File: src/rtl/pc_redirect_arbiter.sv
// Collects one-cycle redirect pulses from the execution sub-SICs, keeps the oldest by
// issue_id age relative to the ROB head, and offers it to fetch over valid/ready.
module pc_redirect_arbiter #(
    parameter int NUM_SIC  = 4,
    parameter int ID_WIDTH = 6,
    parameter int PC_WIDTH = 32
) (
    input  logic                         clk,
    input  logic                         rst_n,
    input  logic [NUM_SIC-1:0]           redir_valid,
    input  logic [NUM_SIC*PC_WIDTH-1:0]  redir_pc,
    input  logic [NUM_SIC*ID_WIDTH-1:0]  redir_issue_id,
    input  logic [ID_WIDTH-1:0]          head_issue_id,
    output logic                         fetch_redirect_valid,
    output logic [PC_WIDTH-1:0]          fetch_redirect_pc,
    output logic [ID_WIDTH-1:0]          fetch_redirect_id,
    input  logic                         fetch_redirect_ready,
    output logic [31:0]                  redirect_count,
    output logic [15:0]                  drop_count
);

    localparam int CW = $clog2(NUM_SIC + 1);

    typedef enum logic {
        IDLE    = 1'b0,
        PENDING = 1'b1
    } state_t;

    state_t state, state_nxt;

    logic [PC_WIDTH-1:0] held_pc, held_pc_nxt;
    logic [ID_WIDTH-1:0] held_id, held_id_nxt;

    logic [ID_WIDTH-1:0] src_age [NUM_SIC];
    logic                win_valid;
    logic [ID_WIDTH-1:0] win_age;
    logic [PC_WIDTH-1:0] win_pc;
    logic [ID_WIDTH-1:0] win_id;
    logic [CW-1:0]       n_valid;

    logic [ID_WIDTH-1:0] held_age;
    logic                win_older;
    logic                accept;
    logic                extra_drop;
    logic [CW-1:0]       drops;
    logic [16:0]         drop_sum;

    // Ages are modular distances from the head, so raw id order never matters.
    always_comb begin
        for (int i = 0; i < NUM_SIC; i++) begin
            src_age[i] = redir_issue_id[i*ID_WIDTH +: ID_WIDTH] - head_issue_id;
        end
    end

    // Strict less-than keeps the lowest index on an age tie.
    always_comb begin
        win_valid = 1'b0;
        win_age   = '0;
        win_pc    = '0;
        win_id    = '0;
        n_valid   = '0;
        for (int i = 0; i < NUM_SIC; i++) begin
            if (redir_valid[i]) begin
                n_valid = n_valid + CW'(1);
                if (!win_valid || (src_age[i] < win_age)) begin
                    win_valid = 1'b1;
                    win_age   = src_age[i];
                    win_pc    = redir_pc[i*PC_WIDTH +: PC_WIDTH];
                    win_id    = redir_issue_id[i*ID_WIDTH +: ID_WIDTH];
                end
            end
        end
    end

    assign held_age  = held_id - head_issue_id;
    assign win_older = win_valid && (win_age < held_age);

    always_comb begin
        state_nxt   = state;
        held_pc_nxt = held_pc;
        held_id_nxt = held_id;
        accept      = 1'b0;
        extra_drop  = 1'b0;
        case (state)
            IDLE: begin
                if (win_valid) begin
                    held_pc_nxt = win_pc;
                    held_id_nxt = win_id;
                    state_nxt   = PENDING;
                end
            end
            PENDING: begin
                if (fetch_redirect_ready) begin
                    accept = 1'b1;
                    if (win_older) begin
                        held_pc_nxt = win_pc;
                        held_id_nxt = win_id;
                    end else begin
                        extra_drop = win_valid;
                        state_nxt  = IDLE;
                    end
                end else if (win_valid) begin
                    // Either the held entry is superseded or the winner loses; one drop either way.
                    extra_drop = 1'b1;
                    if (win_older) begin
                        held_pc_nxt = win_pc;
                        held_id_nxt = win_id;
                    end
                end
            end
            default: state_nxt = IDLE;
        endcase
    end

    assign drops    = n_valid - CW'(win_valid) + CW'(extra_drop);
    assign drop_sum = {1'b0, drop_count} + 17'(drops);

    always_ff @(posedge clk or negedge rst_n) begin
        if (!rst_n) begin
            state          <= IDLE;
            held_pc        <= '0;
            held_id        <= '0;
            redirect_count <= '0;
            drop_count     <= '0;
        end else begin
            state          <= state_nxt;
            held_pc        <= held_pc_nxt;
            held_id        <= held_id_nxt;
            redirect_count <= redirect_count + 32'(accept);
            drop_count     <= drop_sum[16] ? 16'hFFFF : drop_sum[15:0];
        end
    end

    assign fetch_redirect_valid = (state == PENDING);
    assign fetch_redirect_pc    = held_pc;
    assign fetch_redirect_id    = held_id;

endmodule

File: config.mk
export PLATFORM = sky130hd
export DESIGN_NAME = pc_redirect_arbiter
export DESIGN_NICKNAME = d
export VERILOG_FILES = /design/src/rtl/pc_redirect_arbiter.sv
export SDC_FILE = /design/constraint.sdc
export NUM_CORES = 1
export LEC_CHECK = 0
export BUFFER_PORTS_ARGS = -buffer_cell sky130_fd_sc_hd__buf_2
export CORE_UTILIZATION = 52
export CTS_CLUSTER_SIZE = 8
export DETAILED_ROUTE_END_ITERATION = 10
export PLACE_DENSITY = 0.85
export SLEW_MARGIN = 20
export SYNTH_ARGS = -nofsm -noshare
export SYNTH_HDL_FRONTEND = slang
export SYNTH_SLANG_ARGS = --single-unit
File: constraint.sdc
create_clock -name clk -period 8.1 [get_ports clk]
set_clock_uncertainty 0.05 [all_clocks]
set_input_delay 1.62 -clock clk [delete_from_list [all_inputs] [get_ports clk]]
set_output_delay 1.62 -clock clk [all_outputs]
set_load 0.02 [all_outputs]
After elaboration in Yosys (flattened, before gate mapping)

Cells that the tools add are included.

Register bits: 87
Bits of input ports: 165
Output and inout port bits: 87
Word-level logic and storage cells: 84

Add/sub/neg operators: 12
$lt $le $gt $ge: 4
Equal/unequal tests: 2
Mux-type cells: 52
Bitwise operators: 1
Reduce and logical (&&, ||, !) cells: 8

Operators by type and width:

| cell                                                             | number |
|---|---|
| 32-bit two-way mux                                               | 11 |
| 6-bit two-way mux                                                | 18 |
| 32-bit one-hot mux with 2 select lines                           | 1 |
| 32-bit by 1-bit adder with 32-bit output                         | 1 |
| 6-bit subtractor                                                 | 5 |
| 6-bit < comparator                                               | 4 |
| 16-bit by 3-bit adder with 17-bit output                         | 1 |
| 1-bit two-way mux                                                | 16 |
| 16-bit two-way mux                                               | 1 |
| 6-bit one-hot mux with 2 select lines                            | 1 |
| 3-bit by 1-bit adder with 3-bit output (second input constant)   | 3 |
| 3-bit two-way mux                                                | 3 |
| 3-bit by 1-bit adder with 3-bit output                           | 1 |
| 1-bit logical NOT                                                | 3 |
| 1-bit logical OR                                                 | 3 |
| 3-bit by 2-bit != test with 1-bit output (second input constant) | 1 |
| 3-bit by 1-bit subtractor with 3-bit output                      | 1 |
| 2-bit != test (second input constant)                            | 1 |
| 1-bit one-hot mux with 2 select lines                            | 1 |
| 2-bit AND reduction                                              | 1 |
| 1-bit logical AND                                                | 1 |
| 1-bit NOT                                                        | 1 |

Depth between registers and ports, before layout

Gate-level depths: netlist of the first run.

Depth after elaboration: 22
Mapped depth: 64

Least setup slack after synthesis of the first run

OpenSTA, ideal clock, no wires.

Path kind: input-to-reg
From: in head_issue_id[1]
To: reg drop_count[13]
Data arrival time: 12.231 ns
Required time: 7.908 ns
Setup slack: -4.323 ns
Cell stages on the path: 59
Cells stage by stage: inv_1 -> ha_1 -> nor2b_1 -> o21ai_0 -> a21boi_0 -> o21a_1 -> nor2_1 -> xnor2_1 -> inv_1 -> ha_1 -> nand4_1 -> o211ai_1 -> o22ai_1 -> clkbuf_1 -> buf_1 -> nor2_1 -> a21oi_1 -> ha_1 -> [... 23 more ...] -> nand3_1 -> ha_1 -> inv_1 -> ha_1 -> inv_1 -> fa_1 -> xor2_1 -> xnor2_1 -> xnor2_1 -> ha_1 -> nor2b_1 -> o2111a_1 -> nand3_1 -> nor2_1 -> and3_1 -> nand3_1 -> clkbuf_1 -> o21ai_0

Longest elaborated chain between the ends: 22

Ends and longest elaborated chain:

| what                                                           | RTL line | text |
|---|---|---|
| start: declaration                                             | 13       | `input logic [ID_WIDTH-1:0] head_issue_id,` |
| 6-bit subtractor                                               | 51       | `src_age[i] = redir_issue_id[i*ID_WIDTH +: ID_WIDTH] - head_issue_id;` |
| 6-bit two-way mux                                              | 63       | `if (redir_valid[i]) begin` |
| 6-bit < comparator                                             | 65       | `if (!win_valid \|\| (src_age[i] < win_age)) begin` |
| 1-bit logical OR                                               | 65       |  |
| 6-bit two-way mux / 1-bit two-way mux (equally long branches)  | 65       |  |
| 6-bit two-way mux / 1-bit two-way mux (equally long branches)  | 63       |  |
| 6-bit < comparator / 1-bit logical NOT (equally long branches) | 65       |  |
| 1-bit logical OR                                               | 65       |  |
| [... 6 more ...]                                               | --       |  |
| 6-bit < comparator                                             | 76       | `assign win_older = win_valid && (win_age < held_age);` |
| 1-bit logical AND                                              | 76       |  |
| 1-bit two-way mux                                              | 95       | `if (win_older) begin` |
| 1-bit two-way mux                                              | 93       | `if (fetch_redirect_ready) begin` |
| 1-bit two-way mux                                              | 84       | `case (state)` |
| 3-bit by 1-bit adder with 3-bit output (*)                     | 115      | `assign drops = n_valid - CW'(win_valid) + CW'(extra_drop);` |
| 16-bit by 3-bit adder with 17-bit output (*)                   | 116      | `assign drop_sum = {1'b0, drop_count} + 17'(drops);` |
| 16-bit two-way mux (*)                                         | 130      | `drop_count <= drop_sum[16] ? 16'hFFFF : drop_sum[15:0];` |
| end signal: assignment                                         | 130      |  |
| end: declaration                                               | 19       | `output logic [15:0] drop_count` |

Mark *: on every way between the ends. The rest lies on a longest branch, timed or not.
A chain may end at the register's enable or synchronous reset.

Final worst setup path of the first run

From: in head_issue_id[1]
To: reg drop_count[6]

The elaborated chain is that of the path after synthesis.

==> key figures, run 1 <==
Outcome
  • Status: finished with violations
  • Failing checks: setup timing

Worst setup path
  • Reg2reg end: drop_count[6]$_DFF_PN0_
  • CP startpoint: head_issue_id[1]
  • CP Data Arrival Time: 11.16 ns
  • Crit end category: flop
  • R2r startpoint: fetch_redirect_id[0]$_DFFE_PN0P_
  • FF-to-FF path depth: 32
  • Reg2reg setup slack: 2.31 ns
  • Crit path max-delay family: compound AO/OA/AOI/OAI gates
  • Crit path largest cell delay: 0.36 ns
  • Largest fanout on the critical path: 5
  • CP max-delay cell: a221o_2
  • Worst Path Buf+Inv: 10
  • Crit-path most repeated cell: ha_4
  • Required time at the worst-slack endpoint: 8.27 ns
  • Startpoint types: primary input
  • WS Path Type: primary input to flop

Synthesis
  • Synth cell count leaders: nand2_1, dfrtp_1, o211ai_1
  • Ys async rst share: 100%
  • Top-count cell post-synth: nand2_1
  • Post-Syn Nets: 1,069
  • Synth Warn #: 0
  • Syn_area_per_cell: 8.65 um^2
  • Synth Cell Area: 7290 um^2
  • Synthesized instance count: 843
  • Count of cell types in the netlist: 49
  • Top cells by area, synth: dfrtp_1, ha_1, o211ai_1, nand2_1, xnor2_1
  • Cell taking the most area after synthesis: dfrtp_1
  • Synth top area share: 29.9%
  • Top_reg_cell synth: dfrtp_1
  • Seq cells post-synth: 87
  • Post-synthesis sequential area ratio: 29.9%
  • Post-synth EDFFs: 0

Clock network
  • CTS tree: built
  • Clk pin slew, worst setup/hold paths: 0.07 ns
  • Sink Count: 87
  • CTS Buf Count: 9
  • Root Driver: clkbuf_16
  • Worst-skew pair later-pin latency: 0.34 ns
  • Max H-tree Level: 3
  • CTS Hold Buffers Added: 0
  • CTS Buffer Depth: 2

Global routing
  • First-pass GRT wire length: 39,500 um
  • Vias in the first global route: 7,976
  • Initial antenna violation count: 0
  • Total track usage: 34.8%
  • Largest net degree at the start of global routing: 69
  • Total global routing overflow: 0

Hold path
  • Min-delay src: redirect_count[31]$_DFF_PN0_
  • HP Class: flop to flop
  • Min-Delay Endpoint: redirect_count[31]$_DFF_PN0_
  • Worst hold stages: 1

STA
  • Final min period: 10.99 ns
  • Final Hold Viols: 0
  • Slew headroom: 44.9%
  • # setup viols final: 55
  • Slew @ Worst Pin: 0.827 ns
  • Post-route setup TNS: -82.01 ns
  • RSZ-0062 raised after global routing: true
  • Slew Limit Fails: 0
  • Part of the cycle the worst path needs: 136%
  • Setup ws final: -2.89 ns
  • Fmax achieved: 91.0 MHz

Final layout
  • Antenna diodes: 0
  • Fin cells: 1,380
  • Area growth syn-to-layout: 47.4%
  • Nets@finish: 1,425
  • Layout cells sized above 1: 44.4%
  • Post-layout util: 79.9%

Detailed routing
  • Avg Vias per Cell: 6.09
  • Final antenna-violating net count: 0
  • Post-Route WL: 26,800 um
  • Drt first pass iters: 8
  • Avg WL per Cell: 19.4 um
  • Vias: 8,401
  • Drt drc: 0
  • Iter 0 DRT Violations: 806

Placed design
  • Dpl ws: -3.27 ns
  • I/O Buffers: 251
  • Placer Congestion: 0.914
  • Detail Placement HPWL: 18,200 um
  • Placed cell count: 1,326

Floorplanning
  • Die X: 120 um
  • Starting Density: 54.2%
  • Core region area: 13,500 um^2
  • # IOs: 252
  • Die ar.: 14,500 um^2
  • Die Ht: 120 um
  • Site row count: 42

Pwr
  • Leakage power: 0.00526 uW
  • Worst VDD drop: 0.000241 V
  • PwrDens: 423 nW/um^2

Flow run
  • MaxCap Viol Count: 0
placed cells by master, fill, tap and decap left out, drive strengths merged, types with 2 or more instances in the layout:
| cell type | instances |
|---|---|
| a21boi | 2 |
| a21o | 9 |
| a21oi | 21 |
| a221o | 2 |
| a221oi | 2 |
| a41oi | 2 |
| and2 | 3 |
| and3 | 10 |
| and4 | 2 |
| buf | 399 |
| clkbuf | 11 |
| clkinv | 2 |
| clkinvlp | 3 |
| dfrtp | 87 |
| fa | 7 |
| ha | 54 |
| inv | 41 |
| mux2 | 42 |
| mux2i | 6 |
| nand2 | 153 |
| nand2b | 3 |
| nand3 | 26 |
| nand3b | 4 |
| nand4 | 50 |
| nor2 | 27 |
| nor2b | 11 |
| nor3 | 3 |
| nor3b | 2 |
| o2111ai | 38 |
| o211ai | 78 |
| o21a | 5 |
| o21ai | 19 |
| o21bai | 3 |
| o32a | 2 |
| xnor2 | 43 |
| xor2 | 22 |
kinds of logic after synthesis:
kind of cell / count (synthesis) / share of synthesized area [%]
buffers and inverters: 96 / 5.30
AND/OR/NAND/NOR: 297 / 19.3
flip-flops: 87 / 29.9
adder cells (fa/ha/maj): 61 / 11.2
XOR/XNOR: 65 / 7.81
multiplexers: 48 / 7.31
AO/OA/AOI/OAI: 189 / 19.2
layer usage:
metal  up-vias  routed length, um  GRT usage, %  part of all wire (%)
met5         -                  0             0                     0
met4         0                956          13.5                   3.6
met3        80               2120          5.99                   7.9
met2       503              13400          62.2                    50
met1      3999              10300          41.3                    38
li1       3819                  -             -                     -
what timing repair did:
action,CTS,global route
resized for setup,31,47
pin swaps,29,26
hold endpoints to repair,0,0
buffers inserted,21,15
endpoints found under the setup margin,55,55
cloned,1,3
worst max-delay path by stage:
| stage | slack [ns] | cells after the start | to |
|---|---|---|---|
| floorplan | -2.94 | 58 | drop_count[13]$_DFF_PN0_ |
| global placement | -2.86 | 58 | drop_count[13]$_DFF_PN0_ |
| detailed placement | -3.27 | 58 | drop_count[11]$_DFF_PN0_ |
| CTS | -2.52 | 55 | drop_count[11]$_DFF_PN0_ |
| global route | -3.19 | 56 | drop_count[6]$_DFF_PN0_ |
| finish | -2.89 | 56 | drop_count[6]$_DFF_PN0_ |
sequential cells by signal (all words and copies together) (netlist names):
name and cells:
redirect_count 32, fetch_redirect_pc 32, fetch_redirect_valid 1, fetch_redirect_id 6
drop_count 16
final cells by class:
class	instances	area [um^2]
clock buffer	9	225
clock inverter	7	55.1
fill	866	2710
inverter	39	150
multi-input combinational	661	5390
sequential	87	2180
tap	176	220
timing repair buffer	401	2520
metrics by stage:
step / power (uW) / area, um^2 / hold slack [ns]
2_1_floorplan: 2810 / 7640 / 0.532
3_3_place_gp: 3530 / 9760 / 0.411
3_5_place_dp: 3630 / 9760 / 0.425
4_1_cts: 4150 / 10400 / 0.438
5_1_grt: 4770 / 10700 / 0.454
6_report: 4540 / 10700 / 0.435
report_power, final:
group          total (uW)  internal (uW)  switching [uW]
combinational        3430           1740            1690
sequential            718            604             114
clock                 392            211             181
Note: power is estimated with default switching activity, not from simulation.
==> run 2, diff against run 1 <==
==> constraint.sdc (replaced) <==
create_clock -name clk -period 11.9 [get_ports clk]
set_clock_uncertainty 0.05 [all_clocks]
set_input_delay 2.38 -clock clk [delete_from_list [all_inputs] [get_ports clk]]
set_output_delay 2.38 -clock clk [all_outputs]
set_load 0.02 [all_outputs]
==> key figures, run 2 (synthesis results as in run 1) <==
Detailed routing
  • Avg Vias per Cell: 6.25 (+2.6%)
  • Drt drc: 0 (unchanged)
  • Iter 0 DRT Violations: 561 (-30%)
  • Final antenna-violating net count: 0 (unchanged)
  • Vias: 7,992 (-4.9%)
  • Post-Route WL: 24,800 um (-7.6%)
  • Avg WL per Cell: 19.4 um (-0.27%)
  • Drt first pass iters: 5 (-3)

STA
  • Final min period: 11.72 ns
  • Fmax achieved: 85.3 MHz
  • # setup viols final: 0 (-100%)
  • Part of the cycle the worst path needs: 98.5%
  • Slew Limit Fails: 0 (unchanged)
  • Final Hold Viols: 0 (unchanged)
  • Slew headroom: 29.8% (-15 points)
  • Slew @ Worst Pin: 1.05 ns (+0.226 ns)

Final layout
  • Most frequent cells in the layout: buf_2, nand2_1, dfrtp_1
  • Fin area: 9650 um^2 (-10%)
  • Antenna diodes: 0 (unchanged)
  • Post-layout util: 71.8% (-8.1 points)
  • Nets@finish: 1,325 (-7.0%)
  • Area growth syn-to-layout: 32.5%
  • Layout cells sized above 1: 37.5% (-6.9 points)
  • Commonest non-fill, non-tap cell in the layout: buf_2
  • Fill count: 1,035 (+20%)

Hold path
  • HP Class: flop to flop
  • Worst hold stages: 1 (unchanged)
  • Min-delay src: redirect_count[31]$_DFF_PN0_
  • Min-Delay Endpoint: redirect_count[31]$_DFF_PN0_

Global routing
  • Total global routing overflow: 0 (unchanged)
  • First-pass GRT wire length: 36,600 um (-7.4%)
  • Total track usage: 32.2% (-2.6 points)
  • Largest net degree at the start of global routing: 48 (-30%)
  • Initial antenna violation count: 0 (unchanged)
  • Vias in the first global route: 7,527 (-5.6%)

Floorplanning
  • # IOs: 252 (unchanged)
  • Site row count: 42 (unchanged)
  • Die ar.: 14,500 um^2 (unchanged)
  • Die X: 120 um (unchanged)
  • Die Ht: 120 um (unchanged)
  • Core region area: 13,500 um^2 (unchanged)
  • Starting Density: 54.2% (unchanged)

Pwr
  • Worst VDD drop: 0.000186 V (-23%)
  • Net Sw Frac: 46.1% (+2.3 points)
  • Reg power frac: 18.9% (+3.1 points)
  • PwrDens: 265 nW/um^2 (-37%)
  • Pwr Total: 2560 uW (-44%)
  • Switching pwr: 1180 uW (-41%)
  • Gate power share: 69.7% (-5.9 points)
  • Internal power: 1380 uW (-46%)
  • Clock power share: 11.4% (+2.8 points)
  • Leakage power: 0.00457 uW (-13%)

Clock network
  • CTS Buffer Depth: 2 (unchanged)
  • CTS Buf Count: 9 (unchanged)
  • CTS tree: built
  • Root Driver: clkbuf_16
  • Sink Count: 87 (unchanged)
  • Max H-tree Level: 3 (unchanged)
  • CTS Hold Buffers Added: 0 (unchanged)
  • Worst-skew pair later-pin latency: 0.34 ns (about the same)
  • Clk pin slew, worst setup/hold paths: 0.07 ns (about the same)

Flow run
  • MaxCap Viol Count: 0 (unchanged)

Worst setup path
  • Crit end category: flop
  • CP Data Arrival Time: 11.94 ns (+0.78 ns)
  • Required time at the worst-slack endpoint: 12.12 ns (+3.85 ns)
  • CP max-delay cell: fa_2
  • Largest fanout on the critical path: 8 (+3)
  • FF-to-FF path depth: 31 (-3.1%)
  • Reg2reg end: drop_count[11]$_DFF_PN0_
  • R2r startpoint: fetch_redirect_id[0]$_DFFE_PN0P_
  • Startpoint types: primary input
  • Crit path largest cell delay: 0.38 ns (+0.02 ns)
  • Reg2reg setup slack: 6.06 ns (+3.75 ns)
  • WS Path Type: primary input to flop

Placed design
  • Placer Congestion: 0.931 (+1.8%)
  • Dpl cell area: 8920 um^2 (-8.7%)
  • I/O Buffers: 251 (unchanged)
  • Detail Placement HPWL: 16,900 um (-6.9%)

Outcome
  • Status: completed
==> run 2: cell types whose count changed in the layout (fill, tap and decap cells not counted), moves of 5 or more <==
cell	change
buf_6	-7
buf_4	-88
mux2_4	-38
nand2_1	+5
buf_12	-5
mux2_2	+29
mux2_1	+9
nand2_2	-5
==> run 2: power groups by stage <==
stage	sequential [uW]	clock, uW	combinational [uW]
after global routing	494	310	1920
after floorplan	592	0	1080
after CTS	481	296	1620
final	483	291	1780
after detailed placement	484	0	1610
after global placement	482	0	1580
==> run 2: final cells by class <==
type,instances,area [um^2],area share [%]
timing repair buffer,301,1660,17.1
multi-input combinational,661,5150,53.3
tap,176,220,2.28
clock inverter,4,52.6,0.544
inverter,39,150,1.56
clock buffer,11,253,2.62
sequential,87,2180,22.6
==> run 2: worst max-delay path, delay by kind of cell <==
family,cells,cell delay (ns)
compound gates,17,2.54
xor+xnor,4,0.64
fa+ha+maj,9,2.38
buf+inv,8,0.89
mux,2,0.55
simple gates,18,2.52
==> run 2: what timing repair did <==
| item | in CTS | in global routing |
|---|---|---|
| buffers inserted | 0 | 22 |
| gates resized for setup | 0 | 55 |
| endpoints found under the setup margin | 0 | 16 |
==> run 2: worst max-delay path by stage <==
stage,startpoint,endpoint,slack (ns)
floorplan,head_issue_id[1],drop_count[13]$_DFF_PN0_,0.01
global placement,head_issue_id[1],drop_count[11]$_DFF_PN0_,0.11
detailed placement,head_issue_id[1],drop_count[13]$_DFF_PN0_,-0.17
CTS,head_issue_id[0],drop_count[13]$_DFF_PN0_,0.11
global route,head_issue_id[1],drop_count[11]$_DFF_PN0_,-0.31
finish,head_issue_id[1],drop_count[11]$_DFF_PN0_,0.18
==> run 2: through the flow <==
stage / hold slack (ns) / std cells / TNS (ns) / setup WS (ns)
floorplan: 0.532 / 843 / 0 / 0.0126
global placement: 0.415 / 1241 / 0 / 0.107
detailed placement: 0.410 / 1241 / -1.58 / -0.168
CTS: 0.425 / 1256 / 0 / 0.109
global route: 0.440 / 1279 / -4.59 / -0.314
finish: 0.425 / 1279 / 0 / 0.181
==> run 2: metal layers <==
metal	vias up	share of wire (%)	GRT usage, %
met5	-	0	0
met4	0	4.1	15.4
met3	86	8.3	6.93
met2	448	49	53.6
met1	3852	39	39.6
li1	3606	-	-
==> run 3, diff against run 2 <==
--- a/config.mk
+++ b/config.mk
@@ -9,7 +9,7 @@
 export CORE_UTILIZATION = 52
 export CTS_CLUSTER_SIZE = 8
 export DETAILED_ROUTE_END_ITERATION = 10
-export PLACE_DENSITY = 0.85
+export PLACE_DENSITY = 0.86
 export SLEW_MARGIN = 20
 export SYNTH_ARGS = -nofsm -noshare
 export SYNTH_HDL_FRONTEND = slang
==> key figures, run 3 (synthesis results as in run 1) <==
STA
  • # setup viols final: 0 (unchanged)
  • Final min period: 11.53 ns (-0.194 ns)
  • Slew Limit Fails: 0 (unchanged)
  • Fmax achieved: 86.8 MHz (+1.7%)
  • Slew headroom: 30.1% (+0.27 points)
  • Slew @ Worst Pin: 1.05 ns (-0.00660 ns)
  • Final Hold Viols: 0 (unchanged)
  • Setup ws final: 0.375 ns (+0.194 ns)
  • Part of the cycle the worst path needs: 96.9% (-1.6 points)

Clock network
  • Sink Count: 87 (unchanged)
  • Root Driver: clkbuf_16
  • CTS Hold Buffers Added: 0 (unchanged)
  • Clk pin slew, worst setup/hold paths: 0.07 ns (about the same)
  • CTS Buf Count: 9 (unchanged)
  • CTS Buffer Depth: 2 (unchanged)
  • CTS tree: built
  • Max H-tree Level: 3 (unchanged)
  • Worst-skew pair later-pin latency: 0.35 ns (about the same)

Floorplanning
  • Die ar.: 14,500 um^2 (unchanged)
  • Site row count: 42 (unchanged)
  • Core region area: 13,500 um^2 (unchanged)
  • # IOs: 252 (unchanged)
  • Starting Density: 54.2% (unchanged)
  • Die X: 120 um (unchanged)
  • Die Ht: 120 um (unchanged)

Pwr
  • PwrDens: 263 nW/um^2 (-0.79%)
  • Internal power: 1350 uW (-1.9%)
  • Pwr Total: 2510 uW (-1.6%)
  • Leakage power: 0.00455 uW (-0.63%)
  • Reg power frac: 19.2% (+0.3 points)
  • Worst VDD drop: 0.000159 V (-14%)
  • Switching pwr: 1160 uW (-1.2%)
  • Clock power share: 11.6% (+0.2 points)
  • Gate power share: 69.2% (-0.5 points)
  • Net Sw Frac: 46.3% (+0.19 points)

Final layout
  • Commonest non-fill, non-tap cell in the layout: buf_2
  • Layout cells sized above 1: 36.6% (-0.96 points)
  • Fill count: 1,071 (+3.5%)
  • Antenna diodes: 0 (unchanged)
  • Most frequent cells in the layout: buf_2, nand2_1, dfrtp_1
  • Area growth syn-to-layout: 31.4%
  • Nets@finish: 1,323 (-0.15%)

Worst setup path
  • CP startpoint: head_issue_id[0]
  • Startpoint types: primary input
  • FF-to-FF path depth: 31 (unchanged)
  • Crit end category: flop
  • Required time at the worst-slack endpoint: 12.12 ns (about the same)
  • Largest fanout on the critical path: 8 (unchanged)
  • CP Data Arrival Time: 11.74 ns (-0.20 ns)
  • R2r startpoint: fetch_redirect_id[0]$_DFFE_PN0P_
  • WS Path Type: primary input to flop
  • Crit-path most repeated cell: ha_1
  • Crit path largest cell delay: 0.42 ns (+0.04 ns)
  • CP max-delay cell: a221o_2

Detailed routing
  • Drt first pass iters: 5 (unchanged)
  • Final antenna-violating net count: 0 (unchanged)
  • Avg WL per Cell: 18.9 um (-2.4%)
  • Drt drc: 0 (unchanged)
  • Avg Vias per Cell: 6.01 (-3.8%)
  • Vias: 7,680 (-3.9%)
  • Post-Route WL: 24,200 um (-2.5%)
  • Iter 0 DRT Violations: 571 (+1.8%)

Global routing
  • Initial antenna violation count: 0 (unchanged)
  • Largest net degree at the start of global routing: 61 (+27%)
  • Total track usage: 32.8% (+0.65 points)
  • Vias in the first global route: 7,635 (+1.4%)
  • Total global routing overflow: 0 (unchanged)
  • First-pass GRT wire length: 37,400 um (+2.4%)

Hold path
  • HP Class: flop to flop
  • Worst hold stages: 1 (unchanged)
  • Min-delay src: fetch_redirect_pc[9]$_DFFE_PN0P_

Placed design
  • Detail Placement HPWL: 17,300 um (+2.0%)
  • Placer Congestion: 0.902 (-3.1%)
  • Dpl ws: -0.181 ns (-0.0132 ns)
  • I/O Buffers: 251 (unchanged)

Flow run
  • MaxCap Viol Count: 0 (unchanged)

Outcome
  • Status: completed
run 3: path summary, 6_finish.rpt:
check,slack (ns),end
worst max register to register,6.14,drop_count[2]$_DFF_PN0_
max in group asynchronous,8.80,fetch_redirect_pc[30]$_DFFE_PN0P_
worst min register to register,0.43,fetch_redirect_pc[9]$_DFFE_PN0P_
worst max-delay path,0.37,drop_count[2]$_DFF_PN0_
min in group asynchronous,1.89,redirect_count[4]$_DFF_PN0_
worst min-delay path,0.43,fetch_redirect_pc[9]$_DFFE_PN0P_
run 3: metal layers:
layer | track usage (%) | share of wire (%) | vias to the layer above
li1 | - | - | 3608
met4 | 14.0 | 3.5 | 0
met2 | 56.0 | 48 | 407
met1 | 40.5 | 40 | 3595
met5 | 0 | 0 | -
met3 | 5.99 | 8.6 | 70
run 3: per-stage QoR:
| step | setup TNS, ns | area [um^2] | instances | hold WS (ns) | utilization (%) |
|---|---|---|---|---|---|
| after floorplan | 0 | 7460 | 843 | 0.532 | - |
| after global placement | 0 | 8950 | 1246 | 0.414 | 66.6 |
| after detailed placement | -1.50 | 8950 | 1246 | 0.415 | 66.6 |
| after CTS | 0 | 9260 | 1262 | 0.436 | 68.8 |
| after global routing | -1.81 | 9580 | 1278 | 0.452 | 71.2 |
| final | 0 | 9580 | 1278 | 0.432 | 71.2 |
run 3: area by class of cell:
cell class	instances	area, um^2	area share (%)
flip-flops and latches	87	2180	22.7
well taps	176	220	2.30
inverters	39	150	1.57
repair buffers	299	1650	17.2
clock inverters	7	80.1	0.836
multi-input cells	661	5070	53.0
clock buffers	9	225	2.35
run 3: worst max-delay path: cells and delay by family:
| family | cells | cell delay, ns |
|---|---|---|
| AO/OA/AOI/OAI | 16 | 2.75 |
| adder cells (fa/ha/maj) | 10 | 2.58 |
| multiplexers | 3 | 0.91 |
| AND/OR/NAND/NOR | 14 | 1.99 |
| XOR/XNOR | 4 | 0.63 |
| buffers and inverters | 5 | 0.50 |
run 3: timing repair:
| item | in CTS | in global routing |
|---|---|---|
| buffers inserted | 0 | 14 |
| setup endpoints to repair | 0 | 16 |
| gates resized for setup | 0 | 41 |
| endpoints found under the hold margin | 0 | 0 |
run 3: power by group through the flow:
stage	Combinational, uW	Clock [uW]	Sequential [uW]
finish	1740	292	484
global route	1880	308	495
CTS	1640	295	482
floorplan	1080	0	592
detailed placement	1630	0	485
global placement	1590	0	482
